==> config.mk <==
export PLATFORM = sky130hd
export DESIGN_NAME = multicycle_control
export DESIGN_NICKNAME = d
export VERILOG_FILES = /design/src/rtl/multicycle_control.sv
export SDC_FILE = /design/constraint.sdc
export NUM_CORES = 1
export LEC_CHECK = 0
export CORE_ASPECT_RATIO = 0.6
export CORE_UTILIZATION = 40
export DETAILED_ROUTE_END_ITERATION = 8
export PLACE_DENSITY = 0.82
export SETUP_SLACK_MARGIN = 0.2
export SLEW_MARGIN = 25
export SYNTH_ARGS = -nofsm -noshare
export SYNTH_HDL_FRONTEND = slang
export SYNTH_SLANG_ARGS = --single-unit
==> constraint.sdc <==
create_clock -name clk -period 1.35 [get_ports clk]
set_input_delay 0.27 -clock clk [delete_from_list [all_inputs] [get_ports clk]]
set_output_delay 0.27 -clock clk [all_outputs]
set_load 0.01 [all_outputs]
==> src/rtl/multicycle_control.sv <==
// Multicycle MIPS control FSM with memory-ready handshake, wait-state watchdog and sticky error flags.
// Define MULTICYCLE_JUMP_EN to build the JUMP state for opcode 0x02.
module multicycle_control #(
   parameter int ALU_OP_WIDTH   = 3,
   parameter int TIMEOUT_CYCLES = 255
) (
   input  logic                    clk,
   input  logic                    reset,
   input  logic [5:0]              OP,
   input  logic                    mem_ready,
   output logic                    IorD,
   output logic                    MemRead,
   output logic                    MemWrite,
   output logic                    IRWrite,
   output logic                    PCWrite,
   output logic                    BranchEQ,
   output logic                    BranchNE,
   output logic [1:0]              PCSource,
   output logic                    RegDst,
   output logic                    MemtoReg,
   output logic                    RegWrite,
   output logic                    ALUSrcA,
   output logic [1:0]              ALUSrcB,
   output logic [ALU_OP_WIDTH-1:0] ALUOp,
   output logic [3:0]              state,
   output logic                    illegal_op,
   output logic                    bus_error
);

   localparam logic [5:0] OP_R    = 6'h00;
   localparam logic [5:0] OP_ADDI = 6'h08;
   localparam logic [5:0] OP_ANDI = 6'h0C;
   localparam logic [5:0] OP_ORI  = 6'h0D;
   localparam logic [5:0] OP_LUI  = 6'h0F;
   localparam logic [5:0] OP_LW   = 6'h23;
   localparam logic [5:0] OP_SW   = 6'h2B;
   localparam logic [5:0] OP_BEQ  = 6'h04;
   localparam logic [5:0] OP_BNE  = 6'h05;
`ifdef MULTICYCLE_JUMP_EN
   localparam logic [5:0] OP_J    = 6'h02;
`endif

   localparam logic [2:0] ALU_ADD  = 3'b000;
   localparam logic [2:0] ALU_SUB  = 3'b001;
   localparam logic [2:0] ALU_ANDI = 3'b011;
   localparam logic [2:0] ALU_LUI  = 3'b100;
   localparam logic [2:0] ALU_ORI  = 3'b101;
   localparam logic [2:0] ALU_ADDI = 3'b110;
   localparam logic [2:0] ALU_R    = 3'b111;

   localparam int              CNT_W    = (TIMEOUT_CYCLES > 0) ? $clog2(TIMEOUT_CYCLES + 1) : 1;
   localparam logic [CNT_W-1:0] CNT_LAST = (TIMEOUT_CYCLES > 0) ? CNT_W'(TIMEOUT_CYCLES - 1) : '0;
   localparam logic             WD_EN    = (TIMEOUT_CYCLES > 0);

   typedef enum logic [3:0] {
      S_INIT      = 4'd0,
      S_FETCH     = 4'd1,
      S_DECODE    = 4'd2,
      S_MEM_ADDR  = 4'd3,
      S_MEM_READ  = 4'd4,
      S_MEM_WB    = 4'd5,
      S_MEM_WRITE = 4'd6,
      S_EXECUTE   = 4'd7,
      S_R_WB      = 4'd8,
      S_BRANCH    = 4'd9,
      S_IMM_EXEC  = 4'd10,
`ifdef MULTICYCLE_JUMP_EN
      S_IMM_WB    = 4'd11,
      S_JUMP      = 4'd12
`else
      S_IMM_WB    = 4'd11
`endif
   } state_t;

   state_t            state_q;
   state_t            state_d;
   logic [CNT_W-1:0]  wait_cnt;
   logic              in_wait_state;
   logic              waiting;
   logic              expire;
   logic              set_illegal;
   logic              set_bus;
   logic [2:0]        alu_code;
   logic [2:0]        imm_alu_code;

   // A wait cycle is one spent in a memory state without mem_ready; expiry lands on the last allowed one.
   assign in_wait_state = (state_q == S_FETCH) || (state_q == S_MEM_READ) || (state_q == S_MEM_WRITE);
   assign waiting       = in_wait_state && !mem_ready;
   assign expire        = WD_EN && waiting && (wait_cnt == CNT_LAST);

   always_comb begin
      imm_alu_code = ALU_ADD;
      case (OP)
         OP_ADDI: imm_alu_code = ALU_ADDI;
         OP_ANDI: imm_alu_code = ALU_ANDI;
         OP_ORI:  imm_alu_code = ALU_ORI;
         OP_LUI:  imm_alu_code = ALU_LUI;
         default: imm_alu_code = ALU_ADD;
      endcase
   end

   always_ff @(posedge clk or negedge reset) begin
      if (!reset) begin
         state_q <= S_INIT;
      end else begin
         state_q <= state_d;
      end
   end

   always_ff @(posedge clk or negedge reset) begin
      if (!reset) begin
         wait_cnt <= '0;
      end else if (WD_EN && waiting && !expire) begin
         wait_cnt <= wait_cnt + 1'b1;
      end else begin
         wait_cnt <= '0;
      end
   end

   always_ff @(posedge clk or negedge reset) begin
      if (!reset) begin
         illegal_op <= 1'b0;
         bus_error  <= 1'b0;
      end else begin
         if (set_illegal) illegal_op <= 1'b1;
         if (set_bus)     bus_error  <= 1'b1;
      end
   end

   always_comb begin
      state_d     = state_q;
      set_illegal = 1'b0;
      set_bus     = 1'b0;
      alu_code    = ALU_ADD;
      IorD        = 1'b0;
      MemRead     = 1'b0;
      MemWrite    = 1'b0;
      IRWrite     = 1'b0;
      PCWrite     = 1'b0;
      BranchEQ    = 1'b0;
      BranchNE    = 1'b0;
      PCSource    = 2'b00;
      RegDst      = 1'b0;
      MemtoReg    = 1'b0;
      RegWrite    = 1'b0;
      ALUSrcA     = 1'b0;
      ALUSrcB     = 2'b00;
      case (state_q)
         S_INIT: begin
            state_d = S_FETCH;
         end
         S_FETCH: begin
            ALUSrcB = 2'b01;
            if (expire) begin
               set_bus = 1'b1;
               state_d = S_FETCH;
            end else begin
               MemRead = 1'b1;
               if (mem_ready) begin
                  IRWrite = 1'b1;
                  PCWrite = 1'b1;
                  state_d = S_DECODE;
               end
            end
         end
         S_DECODE: begin
            ALUSrcB = 2'b11;
            case (OP)
               OP_LW, OP_SW:                     state_d = S_MEM_ADDR;
               OP_R:                             state_d = S_EXECUTE;
               OP_BEQ, OP_BNE:                   state_d = S_BRANCH;
               OP_ADDI, OP_ANDI, OP_ORI, OP_LUI: state_d = S_IMM_EXEC;
`ifdef MULTICYCLE_JUMP_EN
               OP_J:                             state_d = S_JUMP;
`endif
               default: begin
                  state_d     = S_FETCH;
                  set_illegal = 1'b1;
               end
            endcase
         end
         S_MEM_ADDR: begin
            ALUSrcA = 1'b1;
            ALUSrcB = 2'b10;
            if (OP == OP_LW)      state_d = S_MEM_READ;
            else if (OP == OP_SW) state_d = S_MEM_WRITE;
            else                  state_d = S_FETCH;
         end
         S_MEM_READ: begin
            IorD = 1'b1;
            if (expire) begin
               set_bus = 1'b1;
               state_d = S_FETCH;
            end else begin
               MemRead = 1'b1;
               if (mem_ready) state_d = S_MEM_WB;
            end
         end
         S_MEM_WB: begin
            MemtoReg = 1'b1;
            RegWrite = 1'b1;
            state_d  = S_FETCH;
         end
         S_MEM_WRITE: begin
            IorD = 1'b1;
            if (expire) begin
               set_bus = 1'b1;
               state_d = S_FETCH;
            end else begin
               MemWrite = 1'b1;
               if (mem_ready) state_d = S_FETCH;
            end
         end
         S_EXECUTE: begin
            ALUSrcA  = 1'b1;
            alu_code = ALU_R;
            state_d  = S_R_WB;
         end
         S_R_WB: begin
            RegDst   = 1'b1;
            RegWrite = 1'b1;
            alu_code = ALU_R;
            state_d  = S_FETCH;
         end
         S_BRANCH: begin
            ALUSrcA  = 1'b1;
            alu_code = ALU_SUB;
            PCSource = 2'b01;
            BranchEQ = (OP == OP_BEQ);
            BranchNE = (OP == OP_BNE);
            state_d  = S_FETCH;
         end
         S_IMM_EXEC: begin
            ALUSrcA  = 1'b1;
            ALUSrcB  = 2'b10;
            alu_code = imm_alu_code;
            state_d  = S_IMM_WB;
         end
         S_IMM_WB: begin
            RegWrite = 1'b1;
            alu_code = imm_alu_code;
            state_d  = S_FETCH;
         end
`ifdef MULTICYCLE_JUMP_EN
         S_JUMP: begin
            PCSource = 2'b10;
            PCWrite  = 1'b1;
            state_d  = S_FETCH;
         end
`endif
         default: begin
            state_d = S_INIT;
         end
      endcase
   end

   assign ALUOp = ALU_OP_WIDTH'(alu_code);
   assign state = state_q;

endmodule
==> Word-level counts from Yosys, hierarchy flattened <==
Cells that the tools add are included.
W data, S select, Z words.
{ "classes": {"add_sub_neg": 1, "n_eq_ne": 23, "muxes": 32, "n_reduce_logical": 23} }
{ "ops": {"columns": ["cell", "n"], "rows": [
  ["$pmux W4 S8", 1],
  ["$eq A6 B4 Y1 const B", 4],
  ["$mux W4", 6],
  ["$mux W1", 18],
  ["$eq A4 B3 Y1 const B", 4],
  ["$eq A4 B4 Y1 const B", 4],
  ["$pmux W4 S4", 1],
  ["$reduce_or A2 Y1", 7],
  ["$eq A6 B3 Y1 const B", 2],
  ["$eq A6 B6 Y1 const B", 2],
  ["$pmux W3 S4", 1],
  ["$ne A3 B3 Y1 const B", 3],
  ["$pmux W3 S3", 1],
  ["$reduce_or A9 Y1", 1],
  ["$add A8 B1 Y8 const B", 1],
  ["$eq A4 B2 Y1 const B", 2],
  ["$eq A8 B8 Y1 const B", 1],
  ["$mux W8", 1],
  ["$reduce_or A4 Y1", 2],
  ["$logic_not A6 Y1", 1],
  ["$mux W3", 2],
  ["$pmux W2 S3", 1],
  ["$reduce_or A3 Y1", 2],
  ["$reduce_or A5 Y1", 1],
  ["6 further kinds", 10]
]} }
{ "totals": {"regBits": 14, "out_inout_bits": 24, "word_cells": 83} }

==> Longest topological paths before layout <==
Gate-level depths: netlist (run 1).
{ "depth": {"depth_word": 8, "mapped_depth": 6} }

==> Worst setup path after synthesis (run 1) <==
No wires, ideal clock.
{ "synth_path": {"path_kind": "flip-flop to output port", "from": "register state_q[1] (netlist: state[1])", "to": "output port BranchNE", "arrival_time_ps": 1376, "required_time_ps": 1080, "slack_ps": -296, "stages_incl_launch_ff": 6, "cell_sequence": "dfrtp_1 > buf_2 > nand2b_1 > nor2_1 > nand3_1 > nor3_1"} }
{ "synth_via": {"elab_chain_len": 2} }
{ "synth_lines": {"columns": ["element", "line", "source"], "rows": [
  ["from (decl)", "75", "state_t state_q;"],
  ["from (signal assigned)", "106", "state_q <= state_d;"],
  ["$eq A4 B4 Y1", "148", "case (state_q)"],
  ["$mux W1", "148", null],
  ["to (decl)", "17", "output logic BranchNE,"]
]} }
No other way between the ends.

==> Worst setup path after layout (run 1) <==
{ "layout_path": {"from": "register wait_cnt[0]", "to": "output port MemWrite"} }
{ "layout_via": {"elab_chain_len": 4} }
{ "layout_lines": {"columns": ["element", "line", "source"], "rows": [
  ["from (decl)", "77", "logic [CNT_W-1:0] wait_cnt;"],
  ["from (signal assigned)", "114", "wait_cnt <= wait_cnt + 1'b1;"],
  ["$eq A8 B8 Y1", "89", "assign expire = WD_EN && waiting && (wait_cnt == CNT_LAST);"],
  ["$logic_and A1 B1 Y1", "89", null],
  ["$mux W1", "206", "if (expire) begin"],
  ["$mux W1", "148", null],
  ["to (decl)", "13", "output logic MemWrite,"]
]} }
No other way between the ends.

==> results of run 1 <==
routing by layer:
metal  vias up  track usage (%)  part of all wire (%)
met5         -                0                     0
met4         0             18.4                   7.0
met3        56             14.2                    13
met2       180             66.6                    44
met1       791             51.1                    36
li1        678                -                     -
power by group:
group,switching (mW),internal [mW]
Combinational,1.79,1.80
Sequential,0.137,0.518
Clock,0.153,0.209
worst max-delay path, cell delays in order (launching register included):
cell and delay [ns]:
dfrtp_1 0.40, inv_1 0.10, ha_1 0.19, nand4_1 0.17
nor2_4 0.19, buf_4 0.15, nor2_2 0.03, buf_2 0.13
cell families after synthesis:
family,Yosys count,synth area share (%)
compound gates,27,19.5
xor+xnor,7,5.65
fa+ha+maj,2,2.31
buf+inv,13,6.00
flops,14,32.3
other cells,1,0.346
simple gates,69,33.9
layout make-up:
| cell class | instances | area (um^2) | area share [%] |
|---|---|---|---|
| multi-input combinational | 106 | 993 | 41.9 |
| timing repair buffer | 104 | 908 | 38.3 |
| sequential | 14 | 355 | 15.0 |
| clock buffer | 4 | 45.0 | 1.90 |
| tap | 32 | 40.0 | 1.69 |
| inverter | 5 | 27.5 | 1.16 |
stage by stage:
stage / power [mW] / instances / hold WS [ns] / setup TNS, ns
after global placement: 2.85 / 240 / 0.460 / -13.29
after detailed placement: 2.97 / 240 / 0.455 / -14.17
after CTS: 4.02 / 259 / 0.335 / -6.51
after global routing: 4.72 / 265 / 0.387 / -9.90
after floorplan: 1.81 / 133 / -0.0256 / -0.468
final: 4.60 / 265 / 0.356 / -9.26
final timing paths:
path / cells after the start / from / end
worst max-delay path: 7 / wait_cnt[0] / MemWrite
worst min-delay path: 2 / reset / state[1]
worst max register to register: 7 / state[0] / state[1]
worst min register to register: 1 / bus_error / bus_error
max in group asynchronous: 2 / reset / state[3]
min in group clk: 1 / bus_error / bus_error
registers in the layout, indices dropped and copies added (netlist names):
name,cells
bus_error,1
state,4
illegal_op,1
wait_cnt,8
repair_timing:
item	4_1_cts	5_1_grt
resized for setup	177	27
pin swaps	28	15
buffers inserted	15	6
setup endpoints to repair	37	36
cell usage in the layout, fill, tap and decap left out, drive strengths merged, types with 3 or more instances in the layout:
| cell type | synthesis | routed |
|---|---|---|
| a21oi | 3 | 3 |
| buf | 6 | 96 |
| clkbuf | 2 | 7 |
| clkdlybuf4s15 | 0 | 3 |
| dfrtp | 14 | 14 |
| inv | 5 | 4 |
| nand2 | 6 | 6 |
| nand2b | 3 | 3 |
| nand3 | 5 | 5 |
| nor2 | 23 | 23 |
| nor2b | 5 | 5 |
| nor3 | 7 | 7 |
| nor4 | 3 | 3 |
| o21ai | 4 | 4 |
| or2 | 3 | 3 |
| xor2 | 5 | 5 |
==> qor.csv, run 1 <==
stage,metric,value,unit
outcome,status,"finished, violations left",
outcome,violations,setup timing,
routing,via_per_inst,6.43,
logic_synthesis,async_flop_share,100,%
logic_synthesis,synth_edf_count,0,
grt,grt-ovfl-total,0,
critical_path,r2r_slack,-0.36,ns
placed_design,io_buffers,31,
logic_synthesis,synthFlopType,dfrtp_1,
logic_synthesis,ys_types,50,
logic_synthesis,syn-cell-area,0.00108,mm^2
routing,drtIter0Drc,135,
power,power_density,1940,mW/mm^2
sta,min_period,1.87,ns
grt,grt_pass1_wl,9090,um
cts,hold_buffers,0,
grt,grt_max_degree,15,
logic_synthesis,avgSynthCellArea,8.16,um^2
logic_synthesis,netlist.area_leader.share,32.3,%
sta,setup_ws,-0.519,ns
finish,syn_to_final_growth,118,%
critical_path,end_kind,primary output,
cts,h-tree-depth,1,
die,core,0.00254,mm^2
sta,period_share,138,%
finish,design_area,0.00237,mm^2
die,start_util,42.7,%
logic_synthesis,yosys.area.top_type,dfrtp_1,
logic_synthesis,yosysSeqAreaShare,32.3,%
grt,antenna_found_initial,0,
routing,postRouteAntennaNets,0,
routing,wl,6550,um
min_path,hp-class,input pin to asynchronous set/reset pin,
finish,n_fill_cell,73,
finish,utilization,93.3,%
die,ioPinCount,33,
job,max_cap_violations,0,
sta,skew,0.00561,ns
finish,drive_gt1_share,72.5,%
sta,rsz0062_at_grt,true,
placed_design,placed_cell_area,0.00189,mm^2
cts,clock_latency,0.25,ns
logic_synthesis,synth.most_common_cell,nor2_1,
cts,clk_path_buf_depth,2,
routing,drc,0,
cts,cts_sinks,14,
sta,setup_viol,33,
critical_path,required,1.08,ns
grt,grt_pass1_vias,1680,
die,die_h,42.3,um
placed_design,place_ws,-0.903,ns
finish,n_antenna_cell,0,
logic_synthesis,synth_commonest_cells,"23 x nor2_1, 14 x dfrtp_1, 7 x nor3_1, 6 x nand2_1",
die,die_area,0.00293,mm^2
logic_synthesis,synth-seq-cells,14,
cts,cts_tree,built,
logic_synthesis,syn-instance-count,133,
sta,final_hold_viol_count,0,
placed_design,gp_congestion,0.851,
sta,max_freq,0.535,GHz
placed_design,hpwl,3240,um
critical_path,critPathLaunchType,flip-flop,
sta,slew_viol_final,0,
die,die-width,69.2,um
finish,nNetsFinal,245,
routing,dr_total_vias,1705,
cts,numCtsBuffers,3,
logic_synthesis,yosys_warnings,0,
power,p_leak,1.10,nW
grt,grt_usage,41.5,%
cts,clockRootBuffer,clkbuf_8,
power,peakVddDrop,0.00126,V
routing,drt-wirelength-per-cell,24.7,um
critical_path,cp.arrival,1.60,ns
critical_path,path_class,flip-flop to primary output,
critical_path,cp_max_fo,3,
routing,first_pass_iters,4,
die,num_rows,14,
logic_synthesis,postSynthNetCount,144,
logic_synthesis,synth.top_cells.by_area,"dfrtp_1 32%, nor2_1 8.0%, xor2_1 4.0%, nor3_1 3.2%, nor2b_1 2.9%",
cts,clk_pin_slew_worst_paths,0.06,ns
No activity file was read; power rests on OpenSTA's default activity.
==> run 2: changes to the inputs <==
- ABC_AREA: not set -> 1
- PLACE_DENSITY: 0.82 -> 0.81
- SLEW_MARGIN: 25 -> 30
==> qor.csv, run 2 <==
stage,metric,value,unit,change
outcome,status,aborted with a tool error,,
outcome,lastStage,global routing (5_1_grt),,
outcome,error,[ERROR GRT-0232] Routing congestion too high. Check the congestion heatmap in the GUI.,,
logic_synthesis,netlist.area_leader.share,32.0,%,-0.33 points
logic_synthesis,synth.most_common_cell,nand2_1,,
cts,clk_path_buf_depth,2,,unchanged
logic_synthesis,synthFlopType,dfrtp_1,,
grt,grt_max_degree,10,,
placed_design,hpwl,2920,um,-9.9%
die,die_h,42.5,um,+0.48%
logic_synthesis,yosys_warnings,0,,unchanged
die,start_util,42.9,%,+0.15 points
logic_synthesis,synth_edf_count,0,,unchanged
logic_synthesis,syn-instance-count,171,,+29%
die,die-width,69.6,um,+0.51%
logic_synthesis,postSynthNetCount,182,,+26%
placed_design,io_buffers,31,,unchanged
logic_synthesis,yosys.area.top_type,dfrtp_1,,
logic_synthesis,syn-cell-area,0.00110,mm^2,+1.0%
die,num_rows,14,,unchanged
logic_synthesis,ys_types,27,,-46%
logic_synthesis,avgSynthCellArea,6.41,um^2,-21%
placed_design,gp_congestion,0.855,,+0.41%
die,ioPinCount,33,,unchanged
logic_synthesis,synth.top_cells.by_area,"dfrtp_1 32%, nand2_1 14%, inv_1 10%, nor2_1 10%, nand3_1 7.3%",,
sta,worst_endpoint,MemWrite,,
logic_synthesis,synth_commonest_cells,"40 x nand2_1, 30 x inv_1, 30 x nor2_1, 16 x nand3_1, 14 x dfrtp_1",,
logic_synthesis,synth-seq-cells,14,,unchanged
cts,h-tree-depth,1,,unchanged
cts,cts_sinks,14,,unchanged
grt,grt_usage,64.8,%,
sta,worst_endpoint_kind,primary output,,
logic_synthesis,async_flop_share,100,%,unchanged
cts,numCtsBuffers,3,,unchanged
logic_synthesis,yosysSeqAreaShare,32.0,%,-0.33 points
grt,grt-ovfl-total,3,,
cts,clockRootBuffer,clkbuf_8,,
## run 2: cell count changes after synthesis, moves of 3 or more
cell      delta
nand2b_1     -3
o21ai_0      +4
inv_1       +25
xor2_1       -3
buf_2        -3
nor2_1       +7
nor4_1       -3
nand2_1     +34
nor2b_1      -5
nand3_1     +11
nor3_1       -6
nor2_2       +5
## run 2: stage by stage
step                      area, um^2  cells  setup slack [ns]  utilization, %
after floorplan                 1160    171           -0.0716               -
after global placement          1860    280            -0.790            72.6
after detailed placement        1860    280            -0.828            72.6
after CTS                       2200    301            -0.405            86.1
## run 2: per-layer routing
metal / overflow / GRT usage, %
met3: 0 / 47.8
met4: 2 / 67.3
met2: 1 / 82.7
met5: 0 / 13.0
met1: 0 / 64.7
## run 2: cell families after synthesis
group / after synthesis / synth area share, %
and+or+nand+nor: 101 / 41.8
buffers and inverters: 35 / 12.8
AOI/OAI and AO/OA: 16 / 9.25
DFF: 14 / 32.0
xor gates and xnor gates: 2 / 1.60
adders and majority gates: 2 / 2.28
other: 1 / 0.342
## run 2: repair_timing
item,CTS
endpoints found under the setup margin,37
hold buffers,0
gates resized for setup,164
pin swaps,25
gates cloned,0
buffers inserted,17
==> run 3: changes to the inputs <==
- CORE_ASPECT_RATIO: 0.6 -> not set
- CORE_UTILIZATION: 40 -> 25
- PLACE_DENSITY: 0.81 -> not set
- PLACE_DENSITY_LB_ADDON: not set -> 0.15
- SETUP_SLACK_MARGIN: 0.2 -> not set
- clock period: 1.35 -> 1.8 ns (I/O delays scaled with it)
==> qor.csv, run 3 <==
stage,metric,value,unit,change
outcome,status,"finished, violations left",,
outcome,violations,setup timing,,
critical_path,timing.rr.start,state[3],,
critical_path,path_buf_inv,4,,
die,die-width,68.2,um,-2.0%
logic_synthesis,synth-seq-cells,14,,unchanged
logic_synthesis,yosys_warnings,0,,unchanged
critical_path,end_kind,primary output,,
die,start_util,26.6,%,-16 points
routing,via_per_inst,4.19,,
power,p_leak,1.13,nW,
finish,syn_to_final_growth,95.5,%,
critical_path,r2r_end,state[0],,
power,switchingPower,803,uW,
cts,clk_pin_slew_worst_paths,0.06,ns,
power,combPwrFrac,65.7,%,
sta,setup_tns,-0.429,ns,
finish,n_antenna_cell,0,,
sta,slew_viol_final,0,,
critical_path,path_class,flip-flop to primary output,,
finish,nNetsFinal,279,,
finish,largest_reg_flops,8,,
logic_synthesis,async_flop_share,100,%,unchanged
logic_synthesis,synth_edf_count,0,,unchanged
sta,final_hold_viol_count,0,,
logic_synthesis,postSynthNetCount,182,,unchanged
logic_synthesis,synthFlopType,dfrtp_1,,
critical_path,critPathLaunch,state[3],,
critical_path,cp.arrival,1.58,ns,
min_path,hp-class,input pin to asynchronous set/reset pin,,
routing,wl,3520,um,
placed_design,place_ws,-0.625,ns,+0.203 ns
job,max_cap_violations,0,,
power,power_density,943,mW/mm^2,
critical_path,critPathLaunchType,flip-flop,,
cts,clockRootBuffer,clkbuf_8,,
cts,hold_buffers,0,,unchanged
routing,drt-wirelength-per-cell,11.1,um,
sta,setup_viol,9,,
cts,cts_sinks,14,,unchanged
grt,antenna_found_initial,0,,
finish,regMostFlops,wait_cnt,,
routing,drc,0,,
power,peakVddDrop,0.000557,V,
logic_synthesis,synth.top_cells.by_area,"dfrtp_1 32%, nand2_1 14%, inv_1 10%, nor2_1 10%, nand3_1 7.3%",,
sta,setup_ws,-0.135,ns,
cts,clock_latency,0.25,ns,
logic_synthesis,yosys.area.top_type,dfrtp_1,,
cts,cts_tree,built,,
sta,max_freq,0.517,GHz,
logic_synthesis,syn-instance-count,171,,unchanged
critical_path,r2r_cells,12,,
logic_synthesis,synth_commonest_cells,"40 x nand2_1, 30 x inv_1, 30 x nor2_1, 16 x nand3_1, 14 x dfrtp_1",,
critical_path,cp_max_fo,4,,
routing,dr_total_vias,1327,,
die,ioPinCount,33,,unchanged
grt,grt_pass1_vias,1228,,
grt,grt_max_degree,15,,
routing,drtIter0Drc,30,,
placed_design,io_buffers,31,,unchanged
cts,h-tree-depth,1,,unchanged
critical_path,crit_family,simple AND/OR/NAND/NOR gates,,
logic_synthesis,yosysSeqAreaShare,32.0,%,unchanged
finish,layout_common_cells,"54 x buf_4, 36 x nand2_1, 21 x inv_1",,
logic_synthesis,syn-cell-area,0.00110,mm^2,unchanged
grt,grt_usage,16.1,%,
sta,min_period,1.94,ns,
sta,rsz0062_at_grt,true,,
power,p_int,1.22,mW,
logic_synthesis,synth.most_common_cell,nand2_1,,
cts,clk_path_buf_depth,2,,unchanged
critical_path,worstPathCellList,buf_6 > nor2_4 > buf_6 > nand2_4 > nand2_4 > nand3_4 > nand2_2 > inv_2 > buf_6,,
power,p_sw_share,39.7,%,
placed_design,gp_congestion,0.866,,+1.3%
power,p_clk_share,15.6,%,
power,power_frac_seq,18.7,%,
logic_synthesis,avgSynthCellArea,6.41,um^2,unchanged
grt,grt-ovfl-total,0,,
critical_path,required,1.44,ns,
sta,period_share,108,%,
finish,layout_commonest_cell,buf_4,,
grt,grt_pass1_wl,5490,um,
placed_design,hpwl,2510,um,-14%
critical_path,critPathMaxStageDelay,0.41,ns,
critical_path,r2r_slack,0.17,ns,
logic_synthesis,ys_types,27,,unchanged
critical_path,cp_slowest_cell,dfrtp_1,,
die,num_rows,23,,+9
die,die_h,68.2,um,+60%
critical_path,path_common_cell,buf_6,,
logic_synthesis,netlist.area_leader.share,32.0,%,unchanged
cts,numCtsBuffers,3,,unchanged
routing,postRouteAntennaNets,0,,
routing,first_pass_iters,4,,
sta,skew,0.00404,ns,
die,core,0.00412,mm^2,
die,die_area,0.00465,mm^2,
finish,drive_gt1_share,51.3,%,
==> run 3: cell counts after synthesis <==
No cell type changed its count.
==> run 3: cells by family (layout without fill, tap and decap cells) <==
kind of cell             Yosys count  in the layout  share of synthesized area (%)
XOR/XNOR                           2              2                           1.60
flip-flops                        14             14                           32.0
adder cells (fa/ha/maj)            2              2                           2.28
other                              1              1                          0.342
buffers and inverters             35            131                           12.8
AO/OA/AOI/OAI                     16             16                           9.25
AND/OR/NAND/NOR                  101            101                           41.8
==> run 3: stage by stage <==
step                      std cells  cell area (um^2)  util (%)  hold slack (ns)  power (mW)
final                           317              2140      52.1            0.410        2.02
after global placement          297              1820      44.2            0.460        1.40
after CTS                       314              2010      48.9            0.414        1.83
after detailed placement        297              1820      44.2            0.456        1.39
after floorplan                 171              1100         -           0.0644       0.826
after global routing            317              2140      52.1            0.429        2.15
==> run 3: power by group through the flow <==
stage	Sequential, mW	Clock [mW]	Combinational [mW]
after global placement	0.383	0	1.02
after global routing	0.380	0.337	1.43
after detailed placement	0.383	0	1.01
final	0.378	0.316	1.33
after CTS	0.376	0.321	1.13
after floorplan	0.418	0	0.408
==> run 3: area by class of cell <==
class                   instances  area [um^2]
clock buffers                   4         55.1
fillers                       399         1970
inverters                      33          130
multi-input cells             122          772
flip-flops and latches         14          352
well taps                      50         62.6
repair buffers                 94          772
==> run 3: layer usage <==
| metal | GRT usage, % | share of wire [%] |
|---|---|---|
| met1 | 23.3 | 51 |
| met4 | 5.47 | 1.1 |
| met3 | 2.00 | 2.0 |
| met2 | 24.3 | 46 |
| met5 | 0 | 0 |
==> run 3: how the worst max path moves through the flow <==
stage,end,slack [ns],depth (start not counted)
after detailed placement,ALUOp[2],-0.62,7
after floorplan,BranchEQ,0.15,6
final,MemRead,-0.14,9
after CTS,MemRead,-0.12,9
after global routing,MemRead,-0.19,9
after global placement,ALUOp[2],-0.58,7
==> run 3: repair_timing <==
action	in CTS	in global routing
resized for setup	102	41
setup buffers	13	5
setup endpoints to repair	17	20
pin swaps	9	12
gates cloned	0	0
==> run 3: worst reg2reg max path: stages, from the launching register on <==
cell	delay (ns)
dfrtp_1	0.41
buf_6	0.15
nor2_4	0.14
inv_2	0.08
nor2_4	0.12
buf_6	0.11
buf_4	0.09
buf_4	0.09
buf_4	0.11
nand3_1	0.08
nand3_1	0.10
nand2_1	0.05
nand2_1	0.05
